### src/rtl/mul4_rr_sched.sv
// rtl/mul4_rr_sched.sv - shift-and-add multiplier shared by two requesters via round-robin grant
module mul4_rr_sched #(
    parameter int W = 4
) (
    input  logic             clk,
    input  logic             rst_n,
    input  logic [1:0]       req,
    input  logic [W-1:0]     a0,
    input  logic [W-1:0]     b0,
    input  logic [W-1:0]     a1,
    input  logic [W-1:0]     b1,
    output logic [1:0]       ack,
    output logic             busy,
    output logic             done,
    output logic             done_id,
    output logic [2*W-1:0]   product
);
    localparam int CW = (W > 1) ? $clog2(W) : 1;

    typedef enum logic [1:0] {IDLE, RUN, DONE} state_t;

    state_t          state;
    logic [W-1:0]    mcand;
    logic [W-1:0]    acc_hi;
    logic [W-1:0]    acc_lo;
    logic [CW-1:0]   cnt;
    logic            cur_id;
    logic            last_grant;
    logic            grant;
    logic [W:0]      sum;

    // Ties go to the requester not served last; a lone requester always wins.
    always_comb begin
        grant = (req == 2'b11) ? ~last_grant : req[1];
        ack   = 2'b00;
        if (rst_n && state == IDLE && req != 2'b00) begin
            ack = grant ? 2'b10 : 2'b01;
        end
        sum = acc_lo[0] ? ({1'b0, acc_hi} + {1'b0, mcand}) : {1'b0, acc_hi};
    end

    assign busy = (state != IDLE);

    always_ff @(posedge clk or negedge rst_n) begin
        if (!rst_n) begin
            state      <= IDLE;
            mcand      <= '0;
            acc_hi     <= '0;
            acc_lo     <= '0;
            cnt        <= '0;
            cur_id     <= 1'b0;
            last_grant <= 1'b1;
            done       <= 1'b0;
            done_id    <= 1'b0;
            product    <= '0;
        end else begin
            done <= 1'b0;
            case (state)
                IDLE: begin
                    if (req != 2'b00) begin
                        mcand      <= grant ? a1 : a0;
                        acc_hi     <= '0;
                        acc_lo     <= grant ? b1 : b0;
                        cur_id     <= grant;
                        last_grant <= grant;
                        cnt        <= '0;
                        state      <= RUN;
                    end
                end
                RUN: begin
                    // The adder carry becomes the top bit of the shifted accumulator.
                    {acc_hi, acc_lo} <= {sum, acc_lo[W-1:1]};
                    cnt              <= cnt + 1'b1;
                    if (cnt == CW'(W - 1)) begin
                        state   <= DONE;
                        done    <= 1'b1;
                        product <= {sum, acc_lo[W-1:1]};
                        done_id <= cur_id;
                    end
                end
                DONE: begin
                    state <= IDLE;
                end
                default: begin
                    state <= IDLE;
                end
            endcase
        end
    end
endmodule

### config.mk
export PLATFORM = sky130hd
export DESIGN_NAME = mul4_rr_sched
export DESIGN_NICKNAME = d
export VERILOG_FILES = /design/src/rtl/mul4_rr_sched.sv
export SDC_FILE = /design/constraint.sdc
export NUM_CORES = 1
export LEC_CHECK = 0
export ABC_CLOCK_PERIOD_IN_PS = 2820
export CAP_MARGIN = 20
export CORE_MARGIN = 3
export CORE_UTILIZATION = 30
export CTS_BUF_LIST = sky130_fd_sc_hd__clkbuf_8
export CTS_CLUSTER_DIAMETER = 150
export DETAILED_ROUTE_END_ITERATION = 8
export PLACE_DENSITY = 0.51
export SLEW_MARGIN = 10
export SYNTH_ARGS = -nofsm -noshare
export SYNTH_HDL_FRONTEND = slang
export SYNTH_SLANG_ARGS = --single-unit
### constraint.sdc
create_clock -name clk -period 2.82 [get_ports clk]
set_input_delay 0.423 -clock clk [delete_from_list [all_inputs] [get_ports clk]]
set_output_delay 0.423 -clock clk [all_outputs]
set_load 0.02 [all_outputs]
==> impl_metrics.json, run 1 <==
{
  "run_status": "finished, final reports clean",
  "timing.critical_path.required_ns": 2.40,
  "grt_antenna_before_repair": 0,
  "start_util_pct": 32.6,
  "clock_sinks": 28,
  "height_of_the_chip_um": 73.3,
  "commonest_cells_post_synth": "sky130_fd_sc_hd__dfrtp_1, sky130_fd_sc_hd__o21ai_0, sky130_fd_sc_hd__nand2_1",
  "cts_tree": "built",
  "fill_cells": 407,
  "grt_start_max_net_pins": 23,
  "cts.htree.levels": 1,
  "place.detailed.instances": 200,
  "dp_worst_setup_slack_ns": 0.360,
  "std_cell_rows": 23,
  "grt_first_pass_wirelength_um": 4690,
  "die_x_um": 73.3,
  "ys_dominant_reg_cell": "sky130_fd_sc_hd__dfrtp_1",
  "clkLatencyLatePin_ns": 0.28,
  "worstPathArrival_ns": 2.02,
  "vias": 988,
  "ir_drop_mv": 0.488,
  "number_of_setup_buffers_added_after_cts": 0,
  "antennaDiodeCount": 0,
  "hpwlAfterDp_um": 2130,
  "synth_warnings": 0,
  "detail_route.iter0.violations": 20,
  "ant_nets": 0,
  "fin_ws_ns": 0.374,
  "cell_with_the_most_instances_after_synthesis": "sky130_fd_sc_hd__dfrtp_1",
  "floorplan.core_area_um2": 4170,
  "hold_depth": 2,
  "clock_skew_ns": 0.00531,
  "post_route_cells_drive_above_1_share_pct": 14.3,
  "post_cts_resized": 0,
  "syn_nets": 145,
  "placement.io_buffers": 32,
  "static-leakage-power_uw": 0.000821,
  "fmax_ghz": 0.409,
  "area.growth.synth_to_final_pct": 33.3,
  "via_count_of_the_first_global_routing_pass": 982,
  "crit_fanout": 4,
  "synth_cell_type_count": 34,
  "worst_setup_hold_path_clk_slew_ns": 0.10,
  "cts-root-buf": "sky130_fd_sc_hd__clkbuf_8",
  "post_drt_wl_per_cell_um": 13.5,
  "storage_element_area_um2": 702,
  "grt_setup_unrepaired": "no",
  "multi_input_comb_area_um2": 608,
  "io_pins": 33,
  "worstMarginPinSlew_ns": 0.368,
  "ctsHoldBuffers": 0,
  "final_report_max_slew_violation_count": 0,
  "total_die_area_um2": 5380,
  "clockBufferDepth": 2,
  "finalCoreUtilization_pct": 43.4,
  "router_iterations_before_antenna_repair": 2,
  "end_kind": "primary output",
  "synth_seq_cells": 28,
  "grt_usage_pct": 11.4,
  "startpoint_type": "primary input",
  "final.setup.tns_ns": 0,
  "final.period_utilization_pct": 86.8,
  "grt_ovf": 0,
  "postSynthCellCount": 119,
  "synth_top_cell_by_area": "sky130_fd_sc_hd__dfrtp_1",
  "drv_cap": 0,
  "via_per_inst": 4.84,
  "max_slew_margin_pct": 75.5,
  "post_synth_main_area_contributors": "sky130_fd_sc_hd__dfrtp_1, sky130_fd_sc_hd__mux2i_1, sky130_fd_sc_hd__o21ai_0",
  "synth_edf_count": 0,
  "netlist_area_um2": 1360,
  "final-setup-viol-count": 0,
  "synth.yosys.seq_area_share_pct": 51.6,
  "syn_avg_cell_area_um2": 11.4,
  "pwr_density_cell_nw_per_um2": 1080,
  "min_path_type": "reg -> reg",
  "numCtsBuffers": 3,
  "synth-async-reset-ratio_pct": 100,
  "postLayoutCellArea_um2": 1810,
  "fin_nets": 181,
  "placed_area_um2": 1740,
  "drt_drc_violations_left": 0,
  "aggregate_routed_wire_length_um": 2750,
  "place.gp.congestion": 0.730,
  "synth_top_area_share_pct": 49.7,
  "final_critical_period_ns": 2.45,
  "worstRegToRegCells": 5,
  "post_layout_nonfiller_instances": 204,
  "hold_viol": 0,
  "critPathKind": "in -> out"
}
==> power breakdown <==
part | switching, uW | internal, uW
Clock | 128 | 190
Sequential | 135 | 589
Combinational | 456 | 451
Total | 720 | 1230
==> per-stage QoR <==
stage                     hold WS (ns)  power [uW]
final                            0.492        1950
after global routing             0.501        2120
after CTS                        0.501        1980
after detailed placement         0.478        1650
after global placement           0.466        1640
after floorplan                  0.127        1340
==> sequential cells by signal (all words and copies together) (netlist names) <==
signal	cells
acc_hi	4
last_grant	1
product	8
mcand	4
cur_id	1
done_id	1
state	2
cnt	2
acc_lo	4
done	1
==> final timing paths <==
kind / from / end / slack [ns]
worst min-delay path: product[4] / product[4] / 0.49
worst min register to register: product[4] / product[4] / 0.49
worst max register to register: acc_hi[2] / acc_hi[2] / 1.07
min in group asynchronous: rst_n / acc_lo[2] / 0.51
max in group asynchronous: rst_n / mcand[3] / 2.00
worst max-delay path: req[1] / ack[0] / 0.37
==> routing by layer <==
layer	vias to the layer above	global-route usage, %	wire, um
met1	473	16.5	1310
met2	16	17.0	1320
met3	2	3.01	87
met4	0	2.82	32
li1	497	-	-
met5	-	0	0
==> critical path, stage by stage <==
cell	delay, ns
sky130_fd_sc_hd__clkdlybuf4s50_1	0.45
sky130_fd_sc_hd__a21boi_2	0.19
sky130_fd_sc_hd__nor3b_1	0.29
sky130_fd_sc_hd__clkdlybuf4s50_1	0.67
==> cell usage in the layout (no fill, tap or decap), drive strengths merged <==
| cell | instances |
|---|---|
| a21boi | 1 |
| a21o | 1 |
| a21oi | 2 |
| a221o | 4 |
| a22o | 1 |
| a31oi | 2 |
| and2 | 1 |
| and2b | 1 |
| and3 | 2 |
| buf | 5 |
| bufinv | 1 |
| clkbuf | 3 |
| clkdlybuf4s50 | 32 |
| dfrtp | 27 |
| dfstp | 1 |
| fa | 1 |
| ha | 5 |
| inv | 3 |
| mux2 | 6 |
| mux2i | 9 |
| nand2 | 12 |
| nand2b | 1 |
| nand3 | 5 |
| nor2 | 5 |
| nor2b | 2 |
| nor3b | 1 |
| o21ai | 17 |
| o2bb2ai | 1 |
| or3 | 1 |
| xnor2 | 1 |
==> cells by family (layout without fill, tap and decap cells) <==
kind of cell / Yosys count / count (layout) / synth area share [%]
XOR/XNOR: 1 / 1 / 0.644
AND/OR/NAND/NOR: 31 / 31 / 12.5
AO/OA/AOI/OAI: 29 / 29 / 13.6
adder cells (fa/ha/maj): 6 / 6 / 6.07
flip-flops: 28 / 28 / 51.6
multiplexers: 15 / 15 / 11.9
buffers and inverters: 9 / 44 / 3.68
==> final cells by class <==
cell class,instances,area share (%)
clock buffers,3,2.28
clock inverters,1,1.66
inverters,3,0.621
multi-input cells,82,33.5
flip-flops and latches,28,38.7
well taps,50,3.45
repair buffers,37,19.7
Note: power is estimated with default switching activity, not from simulation.
==> run 2, diff against run 1 <==
SLEW_MARGIN = default   (was 10)
==> results of run 2 <==
No change in the layout: final DEF, timing and power equal those of run 1.
